$ cat config.mk
export PLATFORM = sky130hd
export DESIGN_NAME = fir_coeff_sched
export DESIGN_NICKNAME = d
export VERILOG_FILES = /design/src/rtl/fir_coeff_pkg.sv /design/src/rtl/rr_arbiter.sv /design/src/rtl/fir_coeff_sched.sv
export SDC_FILE = /design/constraint.sdc
export NUM_CORES = 1
export LEC_CHECK = 0
export CORE_AREA = 2 2 198 200
export CTS_BUF_LIST = sky130_fd_sc_hd__clkbuf_8
export DETAILED_ROUTE_END_ITERATION = 8
export DIE_AREA = 0 0 200 202
export SYNTH_ARGS = -nofsm -noshare
export SYNTH_HDL_FRONTEND = slang
export SYNTH_HIERARCHICAL = 1
export SYNTH_SLANG_ARGS = --single-unit
$ cat constraint.sdc
create_clock -name user_clk -period 11.4 [get_ports user_clk]
set_input_delay 1.14 -clock user_clk [delete_from_list [all_inputs] [get_ports user_clk]]
set_output_delay 1.14 -clock user_clk [all_outputs]
set_load 0.02 [all_outputs]
$ cat src/rtl/fir_coeff_pkg.sv
// rtl/fir_coeff_pkg.sv - shared defaults and scheduler state encoding for fir_coeff_sched
package fir_coeff_pkg;

  localparam int NREG_DEF = 6;
  localparam int CW_DEF   = 16;
  localparam int AW_DEF   = 4;

  typedef enum logic [1:0] {
    ST_IDLE,
    ST_WR_HI,
    ST_WR_LO,
    ST_COMMIT
  } sched_state_e;

  // Index width that stays legal for a single-entry request vector.
  function automatic int idx_w(input int n);
    return (n > 1) ? $clog2(n) : 1;
  endfunction

endpackage

$ cat src/rtl/rr_arbiter.sv
// rtl/rr_arbiter.sv - round-robin pick: first request after the last granted index, cyclic
module rr_arbiter #(
  parameter int N  = 6,
  parameter int IW = 3
) (
  input  logic [N-1:0]  req_i,
  input  logic [IW-1:0] last_i,
  output logic [N-1:0]  grant_o,
  output logic [IW-1:0] idx_o,
  output logic          valid_o
);

  int j;

  always_comb begin
    grant_o = '0;
    idx_o   = '0;
    valid_o = 1'b0;
    j       = 0;
    for (int k = 1; k <= N; k++) begin
      j = (int'(last_i) + k) % N;
      if (!valid_o && req_i[IW'(j)]) begin
        valid_o          = 1'b1;
        idx_o            = IW'(j);
        grant_o[IW'(j)]  = 1'b1;
      end
    end
  end

endmodule

$ cat src/rtl/fir_coeff_sched.sv
// rtl/fir_coeff_sched.sv - streams changed coefficient pairs into the FIR bank and commits batches
module fir_coeff_sched
  import fir_coeff_pkg::*;
#(
  parameter int NREG = NREG_DEF,
  parameter int CW   = CW_DEF,
  parameter int AW   = AW_DEF
) (
  input  logic                 user_clk,
  input  logic                 user_rst_n,
  input  logic [32*NREG-1:0]   reg_data,
  input  logic                 reload,
  output logic [AW-1:0]        coef_addr,
  output logic [CW-1:0]        coef_data,
  output logic                 coef_valid,
  input  logic                 coef_ready,
  output logic                 coef_commit,
  output logic                 busy,
  output logic [15:0]          upd_count
);

  localparam int IW = idx_w(NREG);

  sched_state_e               state_q, state_d;
  logic [NREG-1:0][31:0]      shadow_q, shadow_d;
  logic [NREG-1:0]            reload_q, reload_d;
  logic [IW-1:0]              last_q, last_d;
  logic [IW-1:0]              idx_q, idx_d;
  logic [31:0]                word_q, word_d;
  logic [15:0]                cnt_q, cnt_d;

  logic [NREG-1:0]            pending;
  logic [NREG-1:0]            grant;
  logic [IW-1:0]              grant_idx;
  logic                       any_pend;
  logic [31:0]                sel_word;

  always_comb begin
    pending = '0;
    for (int i = 0; i < NREG; i++) begin
      pending[i] = (reg_data[32*i +: 32] != shadow_q[i]) | reload_q[i];
    end
  end

  rr_arbiter #(
    .N  (NREG),
    .IW (IW)
  ) u_arb (
    .req_i   (pending),
    .last_i  (last_q),
    .grant_o (grant),
    .idx_o   (grant_idx),
    .valid_o (any_pend)
  );

  assign sel_word = reg_data[32*int'(grant_idx) +: 32];

  always_comb begin
    state_d  = state_q;
    shadow_d = shadow_q;
    reload_d = reload_q;
    last_d   = last_q;
    idx_d    = idx_q;
    word_d   = word_q;
    cnt_d    = cnt_q;
    case (state_q)
      ST_IDLE: begin
        if (any_pend) begin
          for (int i = 0; i < NREG; i++) begin
            if (grant[i]) shadow_d[i] = reg_data[32*i +: 32];
          end
          reload_d = reload_q & ~grant;
          word_d   = sel_word;
          idx_d    = grant_idx;
          last_d   = grant_idx;
          state_d  = ST_WR_HI;
        end
      end
      ST_WR_HI: begin
        if (coef_ready) state_d = ST_WR_LO;
      end
      ST_WR_LO: begin
        if (coef_ready) begin
          cnt_d   = cnt_q + 16'd1;
          // More work queued: keep batching and defer the commit.
          state_d = any_pend ? ST_IDLE : ST_COMMIT;
        end
      end
      ST_COMMIT: state_d = ST_IDLE;
      default:   state_d = ST_IDLE;
    endcase
    if (reload) reload_d = '1;
  end

  always_comb begin
    coef_valid  = 1'b0;
    coef_commit = 1'b0;
    coef_addr   = '0;
    coef_data   = '0;
    busy        = (state_q != ST_IDLE);
    upd_count   = cnt_q;
    case (state_q)
      ST_WR_HI: begin
        coef_valid = 1'b1;
        coef_addr  = AW'(2 * int'(idx_q));
        coef_data  = CW'(word_q[31:16]);
      end
      ST_WR_LO: begin
        coef_valid = 1'b1;
        coef_addr  = AW'(2 * int'(idx_q) + 1);
        coef_data  = CW'(word_q[15:0]);
      end
      ST_COMMIT: coef_commit = 1'b1;
      default: ;
    endcase
  end

  always_ff @(posedge user_clk or negedge user_rst_n) begin
    if (!user_rst_n) begin
      state_q  <= ST_IDLE;
      shadow_q <= '0;
      reload_q <= '0;
      last_q   <= IW'(NREG - 1);
      idx_q    <= '0;
      word_q   <= '0;
      cnt_q    <= '0;
    end else begin
      state_q  <= state_d;
      shadow_q <= shadow_d;
      reload_q <= reload_d;
      last_q   <= last_d;
      idx_q    <= idx_d;
      word_q   <= word_d;
      cnt_q    <= cnt_d;
    end
  end

endmodule

==> impl_metrics.prom, run 1 <==
# TYPE chip_impl_metric gauge
chip_impl_metric{name="timing.final.crit_period",unit="ns"} 6.60
chip_impl_metric{name="clk_pin_slew",unit="ns"} 0.06
chip_impl_metric{name="share_of_cells_above_drive_strength_1",unit="%"} 22.2
chip_impl_metric{name="cts_post_setup_buffers_inserted",unit=""} 0
chip_impl_metric{name="cts-hold-fix-buffers",unit=""} 0
chip_impl_metric{name="seq_area",unit="µm²"} 6330
chip_impl_metric{name="finalSetupTns",unit="ns"} 0
chip_impl_metric{name="power_frac_comb",unit="%"} 59.4
chip_impl_metric{name="antennaDiodeCount",unit=""} 0
chip_impl_metric{name="vias_per_inst",unit=""} 5.34
chip_impl_info{name="failed_checks",value="max-slew violations"} 1
chip_impl_metric{name="firstDrtPassIters",unit=""} 5
chip_impl_metric{name="synth_edf_count",unit=""} 0
chip_impl_metric{name="via_count",unit=""} 10900
chip_impl_metric{name="first_iter_violations",unit=""} 770
chip_impl_metric{name="die_height",unit="µm"} 202
chip_impl_metric{name="power.static_leakage",unit="µW"} 0.00786
chip_impl_metric{name="yosys_warnings",unit=""} 6
chip_impl_metric{name="place_congestion",unit=""} 0.866
chip_impl_metric{name="drtAntennaViolNets",unit=""} 0
chip_impl_metric{name="required",unit="ns"} 11.86
chip_impl_metric{name="drv_cap",unit=""} 0
chip_impl_metric{name="global_route.overflow_total",unit=""} 0
chip_impl_metric{name="top_level_ports",unit=""} 235
chip_impl_metric{name="number_of_cells_upsized_or_downsized_after_cts",unit=""} 0
chip_impl_info{name="critPathLaunchType",value="primary input"} 1
chip_impl_metric{name="dp_hpwl",unit="mm"} 35.7
chip_impl_metric{name="avgSynthCellArea",unit="µm²"} 12.1
chip_impl_metric{name="dpl-instance-area",unit="µm²"} 17800
chip_impl_metric{name="worst_skew_pair.late_latency",unit="ns"} 0.58
chip_impl_metric{name="wire_length_of_the_first_global_routing_pass",unit="mm"} 71.7
chip_impl_metric{name="grt_pass1_vias",unit=""} 11300
chip_impl_metric{name="clock_sink_count",unit=""} 253
chip_impl_metric{name="p_clk_share",unit="%"} 14.2
chip_impl_metric{name="part_of_the_cycle_the_worst_path_needs",unit="%"} 57.9
chip_impl_metric{name="antenna_found_initial",unit=""} 1
chip_impl_metric{name="routedWlPerCell",unit="µm"} 23.4
chip_impl_metric{name="sw_frac_of_total",unit="%"} 41.7
chip_impl_info{name="nature_of_the_critical_path_endpoint",value="register"} 1
chip_impl_info{name="synth_flop_cell",value="dfrtp_1"} 1
chip_impl_metric{name="drc",unit=""} 0
chip_impl_metric{name="grt.total_usage",unit="%"} 24.0
chip_impl_metric{name="post_synth_inst_count",unit=""} 1248
chip_impl_metric{name="critical_path_arrival",unit="ns"} 7.06
chip_impl_metric{name="clock_tree.htree_level_count",unit=""} 2
chip_impl_metric{name="path_max_fanout",unit=""} 34
chip_impl_info{name="holdCritPathClass",value="reg2reg"} 1
chip_impl_metric{name="grt_max_degree",unit=""} 166
chip_impl_metric{name="finalSetupViolCount",unit=""} 0
chip_impl_metric{name="normalized_max_slew_margin",unit="%"} -3.51
chip_impl_metric{name="start_util",unit="%"} 39.6
chip_impl_metric{name="hold_violations",unit=""} 0
chip_impl_metric{name="syn-cell-area",unit="µm²"} 15100
chip_impl_metric{name="die_area",unit="µm²"} 40400
chip_impl_metric{name="finalNonFillerCells",unit=""} 2034
chip_impl_info{name="timing.setup.critical_path_class",value="in2reg"} 1
chip_impl_info{name="outcome",value="finished with violations"} 1
chip_impl_metric{name="finalInstanceArea",unit="µm²"} 18800
chip_impl_metric{name="port-buffer-count",unit=""} 234
chip_impl_metric{name="yosys.cell_types.count",unit=""} 69
chip_impl_metric{name="nNetsFinal",unit=""} 1690
chip_impl_metric{name="design.core.area",unit="µm²"} 38300
chip_impl_metric{name="worst-slew-pin-transition",unit="ns"} 1.55
chip_impl_info{name="cts_tree",value="built"} 1
chip_impl_metric{name="internal_power",unit="µW"} 3760
chip_impl_metric{name="largest_clock_skew_in_the_final_design",unit="ns"} 0.0241
chip_impl_metric{name="wl",unit="mm"} 47.6
chip_impl_metric{name="power_frac_seq",unit="%"} 26.4
chip_impl_metric{name="place_inst",unit=""} 1948
chip_impl_metric{name="synth-seq-cells",unit=""} 253
chip_impl_metric{name="p_per_area",unit="nW/µm²"} 344
chip_impl_metric{name="placement_rows",unit=""} 72
chip_impl_metric{name="final_number_of_max_transition_violations",unit=""} 34
chip_impl_metric{name="max_freq",unit="MHz"} 151
chip_impl_info{name="rsz0062_at_grt",value="false"} 1
chip_impl_metric{name="numCtsBuffers",unit=""} 46
chip_impl_metric{name="grtUsageMet2",unit="%"} 37.1
chip_impl_info{name="gr-max-usage-layer",value="met2"} 1
chip_impl_metric{name="net-switching-power",unit="µW"} 2700
chip_impl_metric{name="async_reset_ff_share",unit="%"} 100
chip_impl_metric{name="ys_seq_area_share",unit="%"} 41.8
chip_impl_metric{name="die_width",unit="µm"} 200
chip_impl_metric{name="grtUsageMet1",unit="%"} 33.6
chip_impl_info{name="clock_tree.root_cell",value="clkbuf_8"} 1
chip_impl_metric{name="multiInputGateArea",unit="µm²"} 8350
chip_impl_metric{name="flow.area_growth_from_synthesis",unit="%"} 24.1
chip_impl_metric{name="use_met3",unit="%"} 4.25
chip_impl_metric{name="num-fill-cells",unit=""} 3419
chip_impl_metric{name="vdd_ir_drop_max",unit="V"} 0.000265
chip_impl_metric{name="cts.path.max_buffers",unit=""} 3
==> critical path, stage by stage <==
cell and delay [ns]:
clkdlybuf4s50_1 0.51, xnor2_1 0.42, nand4_1 0.26, nor4_1 0.28, nand3_1 0.24, mux2i_1 0.56, a2111oi_0 0.20, a41oi_1 0.23
o221ai_1 0.14, buf_4 0.20, nor4_2 0.74, and3_1 0.31, o31a_2 0.85, nand2b_1 0.20, buf_4 0.31, o21ai_1 0.14
a21oi_1 0.21, nor2_1 0.07
==> synthesized netlist by cell type, types with 18 or more instances <==
library cell  instances  area [µm²]
dfrtp_1             251        6280
xnor2_1             199        1740
mux2_4              145        2180
nor2_1               88         330
mux2_2               53         597
nand4_1              46         288
a21oi_1              42         210
mux2i_1              38         380
mux4_2               32         721
nand2_1              31         116
o21ai_0              26         130
nand3_1              23         115
buf_6                21         236
nor2b_1              21         131
o21ai_1              20         100
nor3_1               19        95.1
a22oi_1              18         135
==> final timing paths <==
check,start,endpoint,slack [ns],depth (start not counted)
max,reg_data[104],word_q[14]$_DFFE_PN0P_,4.80,18
min,idx_q[2]$_DFFE_PN0P_,idx_q[2]$_DFFE_PN0P_,0.46,2
max reg2reg,shadow_q[85]$_DFFE_PN0P_,word_q[14]$_DFFE_PN0P_,5.52,17
min reg2reg,idx_q[2]$_DFFE_PN0P_,idx_q[2]$_DFFE_PN0P_,0.46,2
max in group asynchronous,user_rst_n,upd_count[8]$_DFFE_PN0P_,9.44,2
min in group asynchronous,user_rst_n,shadow_q[12]$_DFFE_PN0P_,0.54,1
==> metal layers <==
metal / vias up / routed length, µm
met3: 77 / 2450
met1: 5494 / 21400
met2: 341 / 22000
met5: - / 16
li1: 4953 / -
met4: 2 / 1720
==> state kept, by name (all words and copies together) (netlist names) <==
signal	count
shadow_q	192
word_q	32
upd_count	16
reload_q	6
last_q	3
idx_q	2
state_q	2
==> cells by family after synthesis <==
logic type | count (synthesis) | share of synthesized area, %
adders and majority gates | 16 | 1.32
muxes | 268 | 25.6
AOI/OAI and AO/OA | 157 | 6.54
xor gates and xnor gates | 210 | 12.3
other | 1 | 0.0248
and+or+nand+nor | 270 | 9.30
DFF | 253 | 41.8
buffers and inverters | 73 | 3.14
==> cell usage in the layout (no fill, tap or decap), drive strengths merged, types with 26 or more instances in the layout <==
cell type,synthesis,final
dfrtp,251,251
clkdlybuf4s50,0,233
xnor2,200,200
mux2,198,198
nor2,88,88
clkbuf,16,65
nand4,46,46
o21ai,46,46
a21oi,43,43
mux2i,38,38
nand2,37,37
mux4,32,32
inv,14,26
==> power groups by stage <==
stage	clock network [µW]	logic (µW)	registers [µW]
4_1_cts	940	3840	1700
3_5_place_dp	0	3820	1700
2_1_floorplan	0	2910	1620
3_3_place_gp	0	3800	1690
5_1_grt	981	4090	1760
6_report	917	3840	1700
==> area by class of cell <==
cell class              count  share of cell area, %
clock buffers              65                   4.76
repair buffers            240                   12.8
multi-input cells         923                   44.5
clock inverters            21                  0.559
inverters                  14                  0.280
flip-flops and latches    253                   33.7
well taps                 518                   3.45
==> stage by stage <==
step           worst slack, ns  hold slack (ns)  power [µW]  utilization (%)
3_5_place_dp              4.43            0.461        5520             46.5
3_3_place_gp              4.55            0.459        5490             46.5
4_1_cts                   5.05            0.474        6470             49.1
2_1_floorplan             6.52            0.438        4520                -
5_1_grt                   4.60            0.491        6830             49.1
6_report                  4.80            0.465        6460             49.1
Note: power is estimated with default switching activity, not from simulation.
==> inputs of run 2 (changes only) <==
clock period = 6.1 ns   (was 11.4 ns; I/O delays follow)
==> impl_metrics.prom, run 2 (synthesis results as in run 1) <==
# TYPE chip_impl_metric gauge
chip_impl_metric{name="numCtsBuffers",unit=""} 46
chip_impl_metric{name="share_of_cells_above_drive_strength_1",unit="%"} 24.8
chip_impl_info{name="outcome",value="finished with violations"} 1
chip_impl_info{name="commonest_cells_after_routing_fill_and_taps_aside",value="dfrtp_1, clkdlybuf4s50_1, xnor2_1"} 1
chip_impl_info{name="cpLargestDelayFamily",value="compound AO/OA/AOI/OAI gates"} 1
chip_impl_metric{name="power.static_leakage",unit="µW"} 0.00825
chip_impl_metric{name="first_iter_violations",unit=""} 821
chip_impl_metric{name="drv_cap",unit=""} 0
chip_impl_metric{name="cts.path.max_buffers",unit=""} 3
chip_impl_metric{name="path_max_fanout",unit=""} 14
chip_impl_info{name="failed_checks",value="max-slew violations"} 1
chip_impl_metric{name="grt_max_degree",unit=""} 138
chip_impl_metric{name="finalSetupTns",unit="ns"} 0
chip_impl_info{name="critical_path.reg2reg.startpoint",value="last_q[2]$_DFFE_PN1P_"} 1
chip_impl_metric{name="normalized_max_slew_margin",unit="%"} -0.254
chip_impl_info{name="clock_tree.root_cell",value="clkbuf_8"} 1
chip_impl_metric{name="max_freq",unit="MHz"} 188
chip_impl_metric{name="clk_pin_slew",unit="ns"} 0.06
chip_impl_metric{name="timing.final.crit_period",unit="ns"} 5.32
chip_impl_metric{name="p_per_area",unit="nW/µm²"} 662
chip_impl_metric{name="grt_pass1_vias",unit=""} 11600
chip_impl_metric{name="timing.hold.ws",unit="ns"} 0.0164
chip_impl_metric{name="global_route.overflow_total",unit=""} 0
chip_impl_info{name="critPathLaunchType",value="register"} 1
chip_impl_metric{name="die_width",unit="µm"} 200
chip_impl_metric{name="nNetsFinal",unit=""} 1748
chip_impl_metric{name="number_of_cells_upsized_or_downsized_after_cts",unit=""} 0
chip_impl_info{name="cts_tree",value="built"} 1
chip_impl_metric{name="largest_register_ff_count",unit=""} 192
chip_impl_metric{name="die_area",unit="µm²"} 40400
chip_impl_metric{name="worst_skew_pair.late_latency",unit="ns"} 0.63
chip_impl_metric{name="place_congestion",unit=""} 0.955
chip_impl_info{name="path_cells",value="inv_1 > ha_1 > a21oi_1 > inv_1 > ha_1 > nand3b_1 > a32o_1 > or2_2 > a211oi_1 > nor2_1 > o211a_1 > a21oi_4 > buf_12 > buf_4 > mux2i_1 > buf_4 > o21ai_0 > a21oi_1 > nor2_1"} 1
chip_impl_metric{name="part_of_the_cycle_the_worst_path_needs",unit="%"} 87.2
chip_impl_metric{name="drc",unit=""} 0
chip_impl_metric{name="antenna_found_initial",unit=""} 2
chip_impl_metric{name="required",unit="ns"} 6.60
chip_impl_metric{name="grt.total_usage",unit="%"} 24.6
chip_impl_metric{name="routedWlPerCell",unit="µm"} 23.3
chip_impl_metric{name="placement_rows",unit=""} 72
chip_impl_metric{name="final_number_of_max_transition_violations",unit=""} 34
chip_impl_info{name="top_register",value="shadow_q"} 1
chip_impl_metric{name="dp_hpwl",unit="mm"} 37.9
chip_impl_metric{name="critical_path_arrival",unit="ns"} 5.82
chip_impl_metric{name="num-fill-cells",unit=""} 3416
chip_impl_info{name="layout.cells.most_common",value="dfrtp_1"} 1
chip_impl_metric{name="wire_length_of_the_first_global_routing_pass",unit="mm"} 72.7
chip_impl_info{name="rsz0062_at_grt",value="false"} 1
chip_impl_metric{name="flow.area_growth_from_synthesis",unit="%"} 28.6
chip_impl_info{name="startpoint",value="last_q[2]$_DFFE_PN1P_"} 1
chip_impl_metric{name="slowest_cell_delay_on_critical_path",unit="ns"} 0.73
chip_impl_metric{name="crit_buf_inv",unit=""} 5
chip_impl_info{name="nature_of_the_critical_path_endpoint",value="register"} 1
chip_impl_metric{name="firstDrtPassIters",unit=""} 5
chip_impl_info{name="holdCritPathClass",value="in2async"} 1
chip_impl_metric{name="top_level_ports",unit=""} 235
chip_impl_metric{name="clock_sink_count",unit=""} 253
chip_impl_metric{name="vdd_ir_drop_max",unit="V"} 0.000344
chip_impl_metric{name="wl",unit="mm"} 48.8
chip_impl_metric{name="clock_tree.htree_level_count",unit=""} 2
chip_impl_metric{name="worst-slew-pin-transition",unit="ns"} 1.50
chip_impl_metric{name="drtAntennaViolNets",unit=""} 0
chip_impl_metric{name="port-buffer-count",unit=""} 234
chip_impl_metric{name="design.core.area",unit="µm²"} 38300
chip_impl_metric{name="cts_post_setup_buffers_inserted",unit=""} 0
chip_impl_metric{name="vias_per_inst",unit=""} 5.31
chip_impl_metric{name="die_height",unit="µm"} 202
chip_impl_metric{name="start_util",unit="%"} 39.6
chip_impl_metric{name="via_count",unit=""} 11100
chip_impl_metric{name="hold_violations",unit=""} 0
chip_impl_metric{name="largest_clock_skew_in_the_final_design",unit="ns"} 0.0390
chip_impl_info{name="timing.critical_path.slowest_stage_cell",value="dfstp_2"} 1
chip_impl_metric{name="finalSetupViolCount",unit=""} 0
chip_impl_info{name="timing.setup.critical_path_class",value="reg2reg"} 1
chip_impl_metric{name="cts-hold-fix-buffers",unit=""} 0
chip_impl_metric{name="finalPower",unit="µW"} 12900
-- run 2: cell count changes in the layout (fill, tap and decap cells not counted) --
cell / delta
buf_12: +20
inv_1: +3
buf_4: +38
bufinv_16: +1
diode_2: +2
clkbuf_8: -2
clkinvlp_4: -1
clkinv_2: -2
-- run 2: layout make-up --
cell class                 count  area [µm²]  share of cell area (%)
antenna                        2        5.00                  0.0257
clock inverter                22         129                   0.662
multi-input combinational    923        8350                    42.9
clock buffer                  63         867                    4.45
sequential                   253        6330                    32.5
tap                          518         648                    3.33
inverter                      14        52.6                   0.270
timing repair buffer         298        3090                    15.9
-- run 2: path summary, 6_finish.rpt --
| kind | slack (ns) | depth (start not counted) | endpoint |
|---|---|---|---|
| min in group user_clk | 0.47 | 2 | idx_q[2]$_DFFE_PN0P_ |
| max in group asynchronous | 4.70 | 2 | upd_count[7]$_DFFE_PN0P_ |
| worst max-delay path | 0.78 | 19 | word_q[4]$_DFFE_PN0P_ |
| worst max register to register | 0.78 | 19 | word_q[4]$_DFFE_PN0P_ |
| worst min register to register | 0.47 | 2 | idx_q[2]$_DFFE_PN0P_ |
| worst min-delay path | 0.02 | 1 | shadow_q[99]$_DFFE_PN0P_ |
-- run 2: layer usage --
metal | wire length, µm | global-route usage (%) | vias to the layer above
met3 | 2990 | 5.77 | 97
li1 | - | - | 5069
met1 | 21800 | 33.5 | 5595
met2 | 22100 | 37.7 | 361
met5 | 12 | 0 | -
met4 | 1910 | 9.79 | 2
-- run 2: power by group --
group          switching (µW)  leakage, µW  internal [µW]
clock network             772     0.000564            964
logic                    3770      0.00471           4230
registers                 614      0.00298           2540
-- run 2: per-stage QoR --
stage | setup WS [ns] | area (µm²) | util [%] | cells
2_1_floorplan | 1.22 | 15100 | - | 1249
3_3_place_gp | 0.0874 | 18500 | 48.3 | 2006
3_5_place_dp | 0.226 | 18500 | 48.3 | 2006
4_1_cts | 0.804 | 19500 | 50.9 | 2091
5_1_grt | 0.498 | 19500 | 50.9 | 2092
6_report | 0.779 | 19500 | 50.9 | 2093
